**config.mk**
```make
export PLATFORM = sky130hd
export DESIGN_NAME = wb_stage_ctrl
export DESIGN_NICKNAME = d
export VERILOG_FILES = /design/src/rtl/wb_stage_ctrl.sv
export SDC_FILE = /design/constraint.sdc
export NUM_CORES = 1
export LEC_CHECK = 0
export ABC_AREA = 1
export CAP_MARGIN = 20
export CORE_ASPECT_RATIO = 0.6
export CORE_MARGIN = 2
export CORE_UTILIZATION = 40
export DETAILED_ROUTE_END_ITERATION = 12
export PLACE_DENSITY = 0.8
export RECOVER_POWER = 25
export SETUP_SLACK_MARGIN = 0.3
export SLEW_MARGIN = 20
export SYNTH_ARGS = -nofsm -noshare
export SYNTH_HDL_FRONTEND = slang
export SYNTH_SLANG_ARGS = --single-unit
```
**constraint.sdc**
```tcl
create_clock -name clock -period 3.1 [get_ports clock]
set_input_delay 0.62 -clock clock [delete_from_list [all_inputs] [get_ports clock]]
set_output_delay 0.62 -clock clock [all_outputs]
set_load 0.01 [all_outputs]
```
**src/rtl/wb_stage_ctrl.sv**
```systemverilog
`default_nettype none
// ============================================================================
// Module      : wb_stage_ctrl
// Description : Registered write-back stage. Accepts one retiring instruction
//               per cycle over a valid/ready handshake, decodes the opcode to
//               choose the write-back source and register-file write enable,
//               holds loads until their read data arrives, and counts retired
//               instructions.
// Ports       : clock, reset (sync, active-low)
//               in_valid/in_ready      - handshake from the memory stage
//               instruction, alu_result, rf_data1, address, mem_rdata,
//               mem_rvalid             - retiring instruction and operands
//               wb_enable/wb_address/wb_data - register-file write port
//               busy                   - waiting for load data
//               retired_count          - wrapping retired-instruction count
// Revision    : 1.0 - initial release
// ============================================================================
module wb_stage_ctrl #(
    parameter int DATA_W       = 20,
    parameter int INSTR_W      = 20,
    parameter int REG_ADDR_W   = 4,
    parameter int R0_HARDWIRED = 0,
    parameter int COUNT_W      = 16
) (
    input  logic                  clock,
    input  logic                  reset,
    input  logic                  in_valid,
    output logic                  in_ready,
    input  logic [INSTR_W-1:0]    instruction,
    input  logic [DATA_W-1:0]     alu_result,
    input  logic [DATA_W-1:0]     rf_data1,
    input  logic [REG_ADDR_W-1:0] address,
    input  logic [DATA_W-1:0]     mem_rdata,
    input  logic                  mem_rvalid,
    output logic                  wb_enable,
    output logic [REG_ADDR_W-1:0] wb_address,
    output logic [DATA_W-1:0]     wb_data,
    output logic                  busy,
    output logic [COUNT_W-1:0]    retired_count
);

    localparam logic [3:0] c_OP_STORE = 4'b1100;
    localparam logic [3:0] c_OP_CMOV  = 4'b1011;
    localparam logic [3:0] c_OP_LOAD0 = 4'b1111;
    localparam logic [3:0] c_OP_LOAD1 = 4'b1101;
    localparam logic [3:0] c_OP_MOVE  = 4'b1110;

    typedef enum logic [0:0] {
        IDLE     = 1'b0,
        WAIT_MEM = 1'b1
    } state_t;

    state_t                  state_q, state_d;
    logic                    wb_enable_q, wb_enable_d;
    logic [REG_ADDR_W-1:0]   wb_address_q, wb_address_d;
    logic [DATA_W-1:0]       wb_data_q, wb_data_d;
    logic [COUNT_W-1:0]      count_q, count_d;
    logic [REG_ADDR_W-1:0]   pend_addr_q, pend_addr_d;
    logic                    pend_we_q, pend_we_d;

    logic [3:0]              w_opcode;
    logic                    w_is_load;
    logic                    w_r0_block;
    logic                    w_dec_we;
    logic [DATA_W-1:0]       w_dec_data;
    logic                    w_accept;
    logic                    w_unused_instr;

    // Only the opcode field matters to this stage.
    assign w_unused_instr = ^instruction[INSTR_W-5:0];

    assign in_ready      = reset && (state_q == IDLE);
    assign busy          = (state_q == WAIT_MEM);
    assign w_accept      = in_valid && in_ready;
    assign wb_enable     = wb_enable_q;
    assign wb_address    = wb_address_q;
    assign wb_data       = wb_data_q;
    assign retired_count = count_q;

    // Opcode decode: write-back source and unqualified write enable.
    always_comb begin
        w_opcode   = instruction[INSTR_W-1 -: 4];
        w_is_load  = (w_opcode == c_OP_LOAD0) || (w_opcode == c_OP_LOAD1);
        w_r0_block = (R0_HARDWIRED != 0) && (address == '0);
        w_dec_we   = 1'b1;
        w_dec_data = alu_result;
        case (w_opcode)
            c_OP_STORE: w_dec_we = 1'b0;
            c_OP_CMOV: begin
                w_dec_we   = (alu_result == '0);
                w_dec_data = rf_data1;
            end
            c_OP_LOAD0, c_OP_LOAD1: w_dec_data = mem_rdata;
            c_OP_MOVE:  w_dec_data = rf_data1;
            default: ;
        endcase
    end

    // Next-state and retire logic. Address and data outputs only move on a
    // retire; the enable is a single-cycle strobe.
    always_comb begin
        state_d      = state_q;
        wb_enable_d  = 1'b0;
        wb_address_d = wb_address_q;
        wb_data_d    = wb_data_q;
        count_d      = count_q;
        pend_addr_d  = pend_addr_q;
        pend_we_d    = pend_we_q;
        case (state_q)
            IDLE: begin
                if (w_accept) begin
                    if (!w_is_load || mem_rvalid) begin
                        wb_enable_d  = w_dec_we && !w_r0_block;
                        wb_address_d = address;
                        wb_data_d    = w_dec_data;
                        count_d      = count_q + COUNT_W'(1);
                    end else begin
                        // Operand buses move on after accept, so keep what the
                        // deferred write needs.
                        pend_addr_d = address;
                        pend_we_d   = !w_r0_block;
                        state_d     = WAIT_MEM;
                    end
                end
            end
            WAIT_MEM: begin
                if (mem_rvalid) begin
                    wb_enable_d  = pend_we_q;
                    wb_address_d = pend_addr_q;
                    wb_data_d    = mem_rdata;
                    count_d      = count_q + COUNT_W'(1);
                    state_d      = IDLE;
                end
            end
            default: state_d = IDLE;
        endcase
    end

    always_ff @(posedge clock) begin
        if (!reset) begin
            state_q      <= IDLE;
            wb_enable_q  <= 1'b0;
            wb_address_q <= '0;
            wb_data_q    <= '0;
            count_q      <= '0;
            pend_addr_q  <= '0;
            pend_we_q    <= 1'b0;
        end else begin
            state_q      <= state_d;
            wb_enable_q  <= wb_enable_d;
            wb_address_q <= wb_address_d;
            wb_data_q    <= wb_data_d;
            count_q      <= count_d;
            pend_addr_q  <= pend_addr_d;
            pend_we_q    <= pend_we_d;
        end
    end

endmodule
`default_nettype wire

```
==> flow_summary.toml <==
[worst_hold_path]
holdPathStages = 2
hold_class = "flip-flop to flip-flop"

[pwr]
power.density_nw_per_um2 = 371
fin_total_pwr_mw = 1.47
power.leakage_nw = 1.72
ir_drop_mv = 0.210

[detailed_routing]
drtIter0Drc = 216
wl_per_cell_um = 14.2
antenna_left = 0
finalWirelength_um = 8520
viasPerCell = 5.26
drc = 0
vias = 3161
firstDrtPassIters = 5

[sta]
slew_headroom_pct = 52.6
worst_hold_slack_ps = 488
skew_ps = 5.82
fin_crit_sh_pct = 82.9
slew_viol_final = 0
setup_viol = 0
post-route-min-period_ps = 2570
worst_pin_slew_ps = 710
grt_setup_unrepaired = "no"
tns_ps = 0
hold_violations = 0
fmax_ghz = 0.389

[die]
die_w_um = 109
ioPinCount = 131
die_y_um = 67.0
start_util_pct = 42.3
core_um2 = 6250
dieArea_um2 = 7290
num_rows = 22

[placement]
gp_congestion = 0.880
postPlaceCellArea_um2 = 3840
io_buffers = 114
place_hpwl_um = 6300

[worst_setup_path]
crit_required_ps = 2480
critPathLaunchType = "primary input"
arrival_ps = 1950
worstSetupEndpointType = "output pin"
reg2reg_depth = 8
worst-setup-path-type = "primary input to output pin"
crit_fanout = 2

[final_layout]
antenna_cells = 0
drive_gt1_share_pct = 4.26
layout.nets = 605
area_growth_pct = 50.3
fin_area_um2 = 3970

[synth]
synth_cells = 412
synth_area_um2 = 2640
yosys_warnings = 0
avgSynthCellArea_um2 = 6.41
ys_types = 24
synth_nets = 501
ys_ff_latch = 47
seq_area_frac_synth_pct = 35.6

[grt]
grt_pass1_vias = 2980
grt_pass1_wl_um = 14000
grt_max_degree = 35
grt_overflow = 0
antenna_found_initial = 0
track_usage_pct = 24.4

[cts]
clk_pin_slew_ps = 90
cts_buffers = 5
htreeDepth = 2
clk_latency_ps = 300
clockBufferDepth = 2
clock-sinks = 47
cts_tree = "done"
clockRootBuffer = "clkbuf_8"
postCtsSetupRepairBufs = 0
cts_resized = 0
hold_buffers = 0

[flow_run]
maxCapViolations = 0

[status]
status = "finished clean"
[cells in the final DEF, fill, tap and decap left out, types with 2 or more instances in the layout]
master,instances
nand3_1,15
nor2_1,43
inv_1,19
clkdlybuf4s50_1,92
a21oi_1,38
xor2_1,3
nor3_1,2
dlygate4sd3_1,22
bufinv_16,2
buf_4,10
nand2_2,2
dfxtp_1,47
o211a_1,2
nand4_1,25
o21ai_0,31
a22oi_1,20
clkbuf_8,5
inv_2,2
nand2_1,130
[critical path, stage by stage]
cell and delay [ps]:
dlygate4sd3_1 610, inv_2 80, nor2_4 100, clkdlybuf4s50_1 550
[power by group]
part / total, mW / switching (mW) / internal [mW]
Sequential: 0.644 / 0.0151 / 0.629
Clock: 0.537 / 0.215 / 0.323
Combinational: 0.293 / 0.133 / 0.160
[metrics by stage]
step | setup WS (ps) | util (%) | cells
after floorplan | 1570 | - | 412
after global placement | 600 | 61.5 | 593
after detailed placement | 583 | 61.5 | 593
after CTS | 595 | 63.6 | 601
after global routing | 491 | 63.6 | 601
final | 529 | 63.6 | 601
[final cells by class]
| class | count | area [um^2] |
|---|---|---|
| clock buffers | 6 | 72.6 |
| well taps | 84 | 105 |
| multi-input cells | 317 | 1500 |
| inverters | 21 | 78.8 |
| clock inverters | 2 | 60.1 |
| repair buffers | 124 | 1220 |
| fillers | 572 | 2280 |
| flip-flops and latches | 47 | 941 |
[worst paths after layout]
path	startpoint	endpoint	slack, ps
hold / removal	pend_we_q$_SDFFE_PN0P_	wb_enable$_SDFF_PN0_	490
setup reg to reg	busy$_SDFF_PN0_	retired_count[6]$_SDFFE_PN0P_	1190
setup / recovery	reset	in_ready	530
hold reg to reg	pend_we_q$_SDFFE_PN0P_	wb_enable$_SDFF_PN0_	490
[flip-flops by register name (all words and copies together) (netlist names)]
name and flops:
busy 1, pend_addr_q 4, pend_we_q 1, retired_count 16, wb_address 4, wb_data 20, wb_enable 1
[cell families (layout without fill, tap and decap cells)]
kind of cell    after synthesis  in the layout  synth area share [%]
compound gates               91             91                  19.5
xor+xnor                      4              4                  1.33
fa+ha+maj                     1              1                 0.473
buf+inv                      48            153                  7.67
flops                        47             47                  35.6
simple gates                221            221                  35.4
[cell usage after synthesis]
cell type  count  area [um^2]
a21oi_1       38          190
a22oi_1       20          150
and2_1         1         6.26
buf_1          3         11.3
buf_2          6         30.0
buf_6          2         22.5
clkbuf_1      16         60.1
dfxtp_1       47          941
ha_1           1         12.5
inv_1         19         71.3
inv_2          2         7.51
nand2_1      130          488
nand2_2        2         12.5
nand3_1       15         75.1
nand3b_1       1         7.51
nand4_1       25          156
nor2_1        43          161
nor2_4         1         11.3
nor3_1         2         10.0
nor3b_1        1         7.51
o211a_1        2         20.0
o21ai_0       31          155
xnor2_1        1         8.76
xor2_1         3         26.3
[per-layer routing]
layer	track usage, %	wire length [um]	up-vias
met5	0	0	-
met4	5.29	68	0
met3	5.58	782	8
met1	32.3	3900	1431
li1	-	-	1583
met2	40.7	3770	139
Power figures use the tool's default switching activity.
